`src/rtl/wb_register_file.sv`:
```
// Architectural register file for the pipelined MIPS core.
// It takes the write-back stage's ResultW / WriteRegW / RegWriteW triple.
// Two decode read ports have write-through bypass, so a value being written
// back this cycle is visible to decode in the same cycle.
// The debug read port shows committed state only and never bypasses.
// WrCount counts committed writes since reset and wraps.
// Register 0 is hardwired to zero.
module wb_register_file #(
  parameter int DATA_W = 32,
  parameter int ADDR_W = 5,
  parameter int CNT_W  = 32
) (
  input  logic              Clk,
  input  logic              rst,
  input  logic              RegWriteW,
  input  logic [ADDR_W-1:0] WriteRegW,
  input  logic [DATA_W-1:0] ResultW,
  input  logic [ADDR_W-1:0] A1,
  input  logic [ADDR_W-1:0] A2,
  output logic [DATA_W-1:0] RD1,
  output logic [DATA_W-1:0] RD2,
  input  logic [ADDR_W-1:0] DbgAddr,
  output logic [DATA_W-1:0] DbgData,
  output logic [CNT_W-1:0]  WrCount
);

  localparam int NREG = 2 ** ADDR_W;

  // Entry 0 is cleared by reset and never written, so it always reads zero.
  logic [DATA_W-1:0] regs [NREG];
  logic [CNT_W-1:0]  wr_count;
  logic              commit;

  // A write to register 0 is dropped and is not counted.
  assign commit = RegWriteW && (WriteRegW != '0);

  // Register storage: asynchronous clear, one write per committed cycle.
  always_ff @(posedge Clk or negedge rst) begin
    if (!rst) begin
      for (int i = 0; i < NREG; i++) begin
        regs[i] <= '0;
      end
    end else begin
      for (int i = 1; i < NREG; i++) begin
        if (commit && (WriteRegW == ADDR_W'(i))) begin
          regs[i] <= ResultW;
        end
      end
    end
  end

  // Committed-write counter; it wraps modulo 2**CNT_W.
  always_ff @(posedge Clk or negedge rst) begin
    if (!rst) begin
      wr_count <= '0;
    end else if (commit) begin
      wr_count <= wr_count + CNT_W'(1);
    end
  end

  assign WrCount = wr_count;

  // Decode read ports: zero for address 0 or reset, otherwise bypass before storage.
  always_comb begin
    RD1 = '0;
    RD2 = '0;
    if (rst) begin
      if (A1 != '0) begin
        RD1 = (RegWriteW && (WriteRegW == A1)) ? ResultW : regs[A1];
      end
      if (A2 != '0) begin
        RD2 = (RegWriteW && (WriteRegW == A2)) ? ResultW : regs[A2];
      end
    end
  end

  // Debug read port: committed state only, forced to zero during reset.
  always_comb begin
    DbgData = '0;
    if (rst) begin
      DbgData = regs[DbgAddr];
    end
  end

endmodule
```
`config.mk`:
```
export PLATFORM = sky130hd
export DESIGN_NAME = wb_register_file
export DESIGN_NICKNAME = d
export VERILOG_FILES = /design/src/rtl/wb_register_file.sv
export SDC_FILE = /design/constraint.sdc
export NUM_CORES = 2
export LEC_CHECK = 0
export CAP_MARGIN = 20
export CORE_ASPECT_RATIO = 1.25
export CORE_MARGIN = 4
export CORE_UTILIZATION = 40
export CTS_CLUSTER_DIAMETER = 150
export DETAILED_ROUTE_END_ITERATION = 10
export HOLD_SLACK_MARGIN = 0.08
export SYNTH_ARGS = -nofsm -noshare
export SYNTH_HDL_FRONTEND = slang
export SYNTH_SLANG_ARGS = --single-unit
export TNS_END_PERCENT = 5
```
`constraint.sdc`:
```
create_clock -name Clk -period 5.8 [get_ports Clk]
set_input_delay 1.16 -clock Clk [delete_from_list [all_inputs] [get_ports Clk]]
set_output_delay 1.16 -clock Clk [all_outputs]
set_load 0.005 [all_outputs]
```
# Word level (Yosys, flattened, before mapping)
# Cells that the tools add are included.
classes:
  reduce_logical: 37
  n_eq_ne: 33
  addsub: 1
  magnitude_cmp: 3
  n_mux: 16
  bitwise: 3
op_table:
  columns: ["operator", "n"]
  rows:
  - ["32-bit binary-select mux with 5-bit select", 3]
  - ["32-bit 2-to-1 mux", 13]
  - ["5-bit == test (second input constant)", 16]
  - ["5-bit by 4-bit == test with 1-bit output (second input constant)", 8]
  - ["1-bit logical AND", 34]
  - ["32-bit by 1-bit adder with 32-bit output (second input constant)", 1]
  - ["5-bit by 3-bit == test with 1-bit output (second input constant)", 4]
  - ["6-bit greater-or-equal comparator (second input constant)", 3]
  - ["5-bit NOT with 6-bit output", 3]
  - ["5-bit nonzero test", 3]
  - ["5-bit by 2-bit == test with 1-bit output (second input constant)", 2]
  - ["5-bit == test", 2]
  - ["5-bit by 1-bit == test with 1-bit output (second input constant)", 1]
word_totals:
  in_bits: 55
  output_inout_bits: 128
  regBits: 1024
  wordCells: 125

# Longest topological paths before layout
logic_depth:
  ltp_word: 7
  ltp_mapped: 10
  ltp_nobuf: 6

# Worst setup path after synthesis
# OpenSTA, ideal clock, no wires.
synth_path:
  kind: "input-to-output"
  start: "in DbgAddr[1]"
  end: "out DbgData[21]"
  n_path_buf: 3
  slack_ps: 1672
  required_ps: 4640
  cell_stages: 6
  t_arrival_ps: 2968
  cell_sequence: "clkbuf_1 clkbuf_1 clkbuf_1 mux4_2 mux4_2 a22o_1"
synth_via:
  elab_chain_cells: 5
synth_lines:
  columns: ["element", "line", "source"]
  rows:
  - ["start: declaration", "22", "input logic [ADDR_W-1:0] DbgAddr,"]
  - ["5-bit NOT with 6-bit output (implied by the code)", "81", "DbgData = regs[DbgAddr];"]
  - ["32-bit binary-select mux with 5-bit select", "81", null]
  - ["32-bit 2-to-1 mux (implied by the code) (2 in series)", "81", null]
  - ["32-bit 2-to-1 mux", "80", "if (rst) begin"]
  - ["end: declaration", "23", "output logic [DATA_W-1:0] DbgData,"]
# Every way passes these cells. The select of a mux whose other input is x is not followed.

# Worst setup path in the final report
layout_path:
  start: "in A1[1]"
  end: "out RD1[12]"
layout_via:
  elab_chain_cells: 7
  word_cells_on_any_way: 10
  classes_between: "eq/ne: 1; mux: 6; bitwise: 1; reduce/logical: 2"
layout_lines:
  columns: ["element", "line", "source"]
  rows:
  - ["start: declaration", "18", "input logic [ADDR_W-1:0] A1,"]
  - ["5-bit NOT with 6-bit output (implied by the code)", "69", "RD1 = (RegWriteW && (WriteRegW == A1)) ? ResultW : regs[A1];"]
  - ["32-bit binary-select mux with 5-bit select", "69", null]
  - ["32-bit 2-to-1 mux (implied by the code) (2 in series)", "69", null]
  - ["32-bit 2-to-1 mux", "69", null]
  - ["32-bit 2-to-1 mux *", "68", "if (A1 != '0) begin"]
  - ["32-bit 2-to-1 mux *", "67", "if (rst) begin"]
  - ["end: declaration", "20", "output logic [DATA_W-1:0] RD1,"]
# Mark *: on every way between the ends. The rest lies on a longest branch, timed or not. The select of a mux whose other input is x is not followed.

==> results.md <==
- Outcome: finished, final reports clean
- R2r worst-path depth: 6
- Via-to-Cell Ratio: 6.952
- Worst slew pin tran: 1299 ps
- CP bufs+invs: 4
- Max frequency: 175.9 MHz
- Starting Density: 40.30%
- Crit-path max cell delay: 760 ps
- Worst reg2reg startpoint: WrCount[0]$_DFFE_PN0P_
- Cell Pwr Density: 326.9 nW/um2
- I/O pins: 183
- Leakage: 29.64 nW
- Setup TNS: 0 ps
- Commonest non-fill, non-tap cell in the layout: mux2_2
- Fin nets: 4442
- Initial antenna violation count: 9
- Clk_lat worst skew: 760 ps
- Sink Count: 1024
- Pin count of the biggest net entering global routing: 161
- Site Rows: 162
- CP max FO: 44
- Area Overhead vs Synth: 14.61%
- WP data required: 4640 ps
- RSZ-0062 raised after global routing: false
- Drt first pass iters: 5
- Routed Antenna Nets: 0
- Post-CTS setup buffers: 0
- Final Hold Viols: 0
- Flops & latches, synth: 1024
- GRT overflow: 0
- Core area: 156300 um2
- Relative slew slack: 13.38%
- Clock slew at reported path FFs: 60 ps
- Worst hold-check path type: in2async
- Startpoint types: input pin
- Cell family with most CP delay: simple AND/OR/NAND/NOR gates
- CTS tree: yes
- Initial DRC Count: 5365
- Cts hold-fix bufs: 0
- Final wirelength: 246.7 mm
- Post-synth EDFFs: 0
- Final Skew: 27.78 ps
- Placed insts: 6320
- Post-synthesis cell area: 62980 um2
- # H-tree levels: 3
- Final setup violation count: 0
- Max Cap Viol: 0
- Crit path cell chain: buf_8 -> nor2b_2 -> buf_4 -> a221oi_1 -> nor3_1 -> nor4_1 -> buf_4 -> nor3_1 -> clkdlybuf4s50_1
- Final core occ: 46.19%
- Overall routing resource usage: 29.92%
- Mapped Cells: 4279
- Synth cell types: 65
- Vias in the first global route: 45810
- Tcrit/Tclk final: 98.01%
- CTS buffer count: 114
- Post-DR wirelength/cell: 37.75 um
- Post-layout minimum cycle time: 5685 ps
- Critical path class: in2out
- Non-filler cells in the finished layout: 6537
- Bufs on Longest Clock Path: 3
- First-pass GRT wire length: 351.4 mm
- R2R setup slack: 3740 ps
- DIE HEIGHT: 451.6 um
- Fin area: 72180 um2
- CP arrival: 4520 ps
- Peak VDD IR: 272.3 uV
- Die width: 362.9 um
- Commonest non-fill, non-tap cells in the layout: mux2_2 (1100), dfrtp_1 (1024), mux4_2 (708)
- Total number of vias: 45450
- CP max stage cell: nor3_1
- Register area share after synthesis: 40.69%
- Hpwl dp: 150.4 mm
- Async set or reset register ratio after synthesis: 100.0%
- Post-route DRC violation count: 0
- Top FF cell, synth: dfrtp_1
- Yosys Warn Count: 32
- Synthesized Nets: 4335
- Post-CTS sizing: 0
- Placed instance area: 68210 um2
- Worst R2R End: WrCount[14]$_DFFE_PN0P_
- IO Port Bufs: 182
- Die area: 163900 um2
- Final Wtd Congestion: 0.8813
- Layout cell share with drive strength beyond 1: 52.99%
- Mean Syn Cell Area: 14.72 um2
- CP Capture Type: primary output
- Final Max Tran Viols: 0
- CTS Root Cell: clkbuf_16
==> metrics by stage <==
stage                     setup slack (ps)  total power, W  hold slack (ps)
after floorplan                       1672         0.01373            468.3
after global placement               308.0         0.01562            463.6
final                                115.2         0.02360            283.9
after detailed placement             318.2         0.01580            474.2
after CTS                            294.3         0.02360            247.1
after global routing                 219.5         0.02449            277.2
==> logic make-up (layout without fill, tap and decap cells) <==
| logic type | Yosys count | after routing | synth area share, % |
|---|---|---|---|
| buffers and inverters | 495 | 696 | 3.797 |
| AO/OA/AOI/OAI | 458 | 458 | 5.606 |
| flip-flops | 1024 | 1024 | 40.69 |
| XOR/XNOR | 41 | 41 | 0.5702 |
| multiplexers | 1901 | 1901 | 46.47 |
| other | 0 | 7 | 0 |
| adder cells (fa/ha/maj) | 1 | 1 | 0.01986 |
| AND/OR/NAND/NOR | 359 | 359 | 2.849 |
==> worst max-delay path by stage <==
| stage | startpoint | end | slack [ps] | cells past startpoint |
|---|---|---|---|---|
| 2_1_floorplan | DbgAddr[1] | DbgData[21] | 1670 | 6 |
| 3_3_place_gp | A1[1] | RD1[12] | 310 | 9 |
| 3_5_place_dp | RegWriteW | RD2[19] | 320 | 7 |
| 4_1_cts | RegWriteW | RD2[19] | 290 | 7 |
| 5_1_grt | RegWriteW | RD2[16] | 220 | 7 |
| 6_report | A1[1] | RD1[12] | 120 | 9 |
==> flip-flops by register name, summed over array words and instances, names as in the netlist <==
register	cells
regs	992
WrCount	32
==> final cells by class <==
| class | count | area (um2) |
|---|---|---|
| sequential | 1024 | 25620 |
| antenna | 7 | 17.52 |
| clock inverter | 56 | 700.7 |
| multi-input combinational | 2760 | 35220 |
| clock buffer | 154 | 3254 |
| fill | 13760 | 84100 |
| tap | 2050 | 2565 |
| inverter | 6 | 22.52 |
| timing repair buffer | 480 | 4773 |
==> Yosys cell counts, drive strengths merged, types with 18 or more instances <==
library cell	instances	area share [%]
nand3	50	0.40
a221oi	51	0.71
buf	274	2.5
mux2i	90	1.4
a22oi	86	1.0
xnor2	35	0.49
mux4	708	25
a22o	91	1.3
a21oi	43	0.34
nor2b	31	0.31
dfrtp	1024	41
nor3	50	0.41
o21ai	39	0.31
mux2	1103	20
nand2	56	0.33
a221o	18	0.29
clkbuf	215	1.3
nor2	92	0.55
o22ai	31	0.31
a211oi	20	0.24
==> routing by layer <==
layer / part of all wire (%) / global-route usage [%] / vias to the layer above
met5: 0.023 / 0 / -
met4: 7.0 / 17.95 / 10
met3: 9.8 / 6.978 / 789
met2: 45 / 45.05 / 2805
met1: 38 / 39.57 / 24460
li1: - / - / 17380
==> power by group <==
| group | total [W] | leakage, nW | switching [W] | internal [W] |
|---|---|---|---|---|
| clock network | 0.00781 | 1.95 | 0.00322 | 0.00458 |
| registers | 0.00989 | 13.1 | 0.00136 | 0.00853 |
| logic | 0.00590 | 14.6 | 0.00235 | 0.00356 |
(Power assumes the default switching activity.)
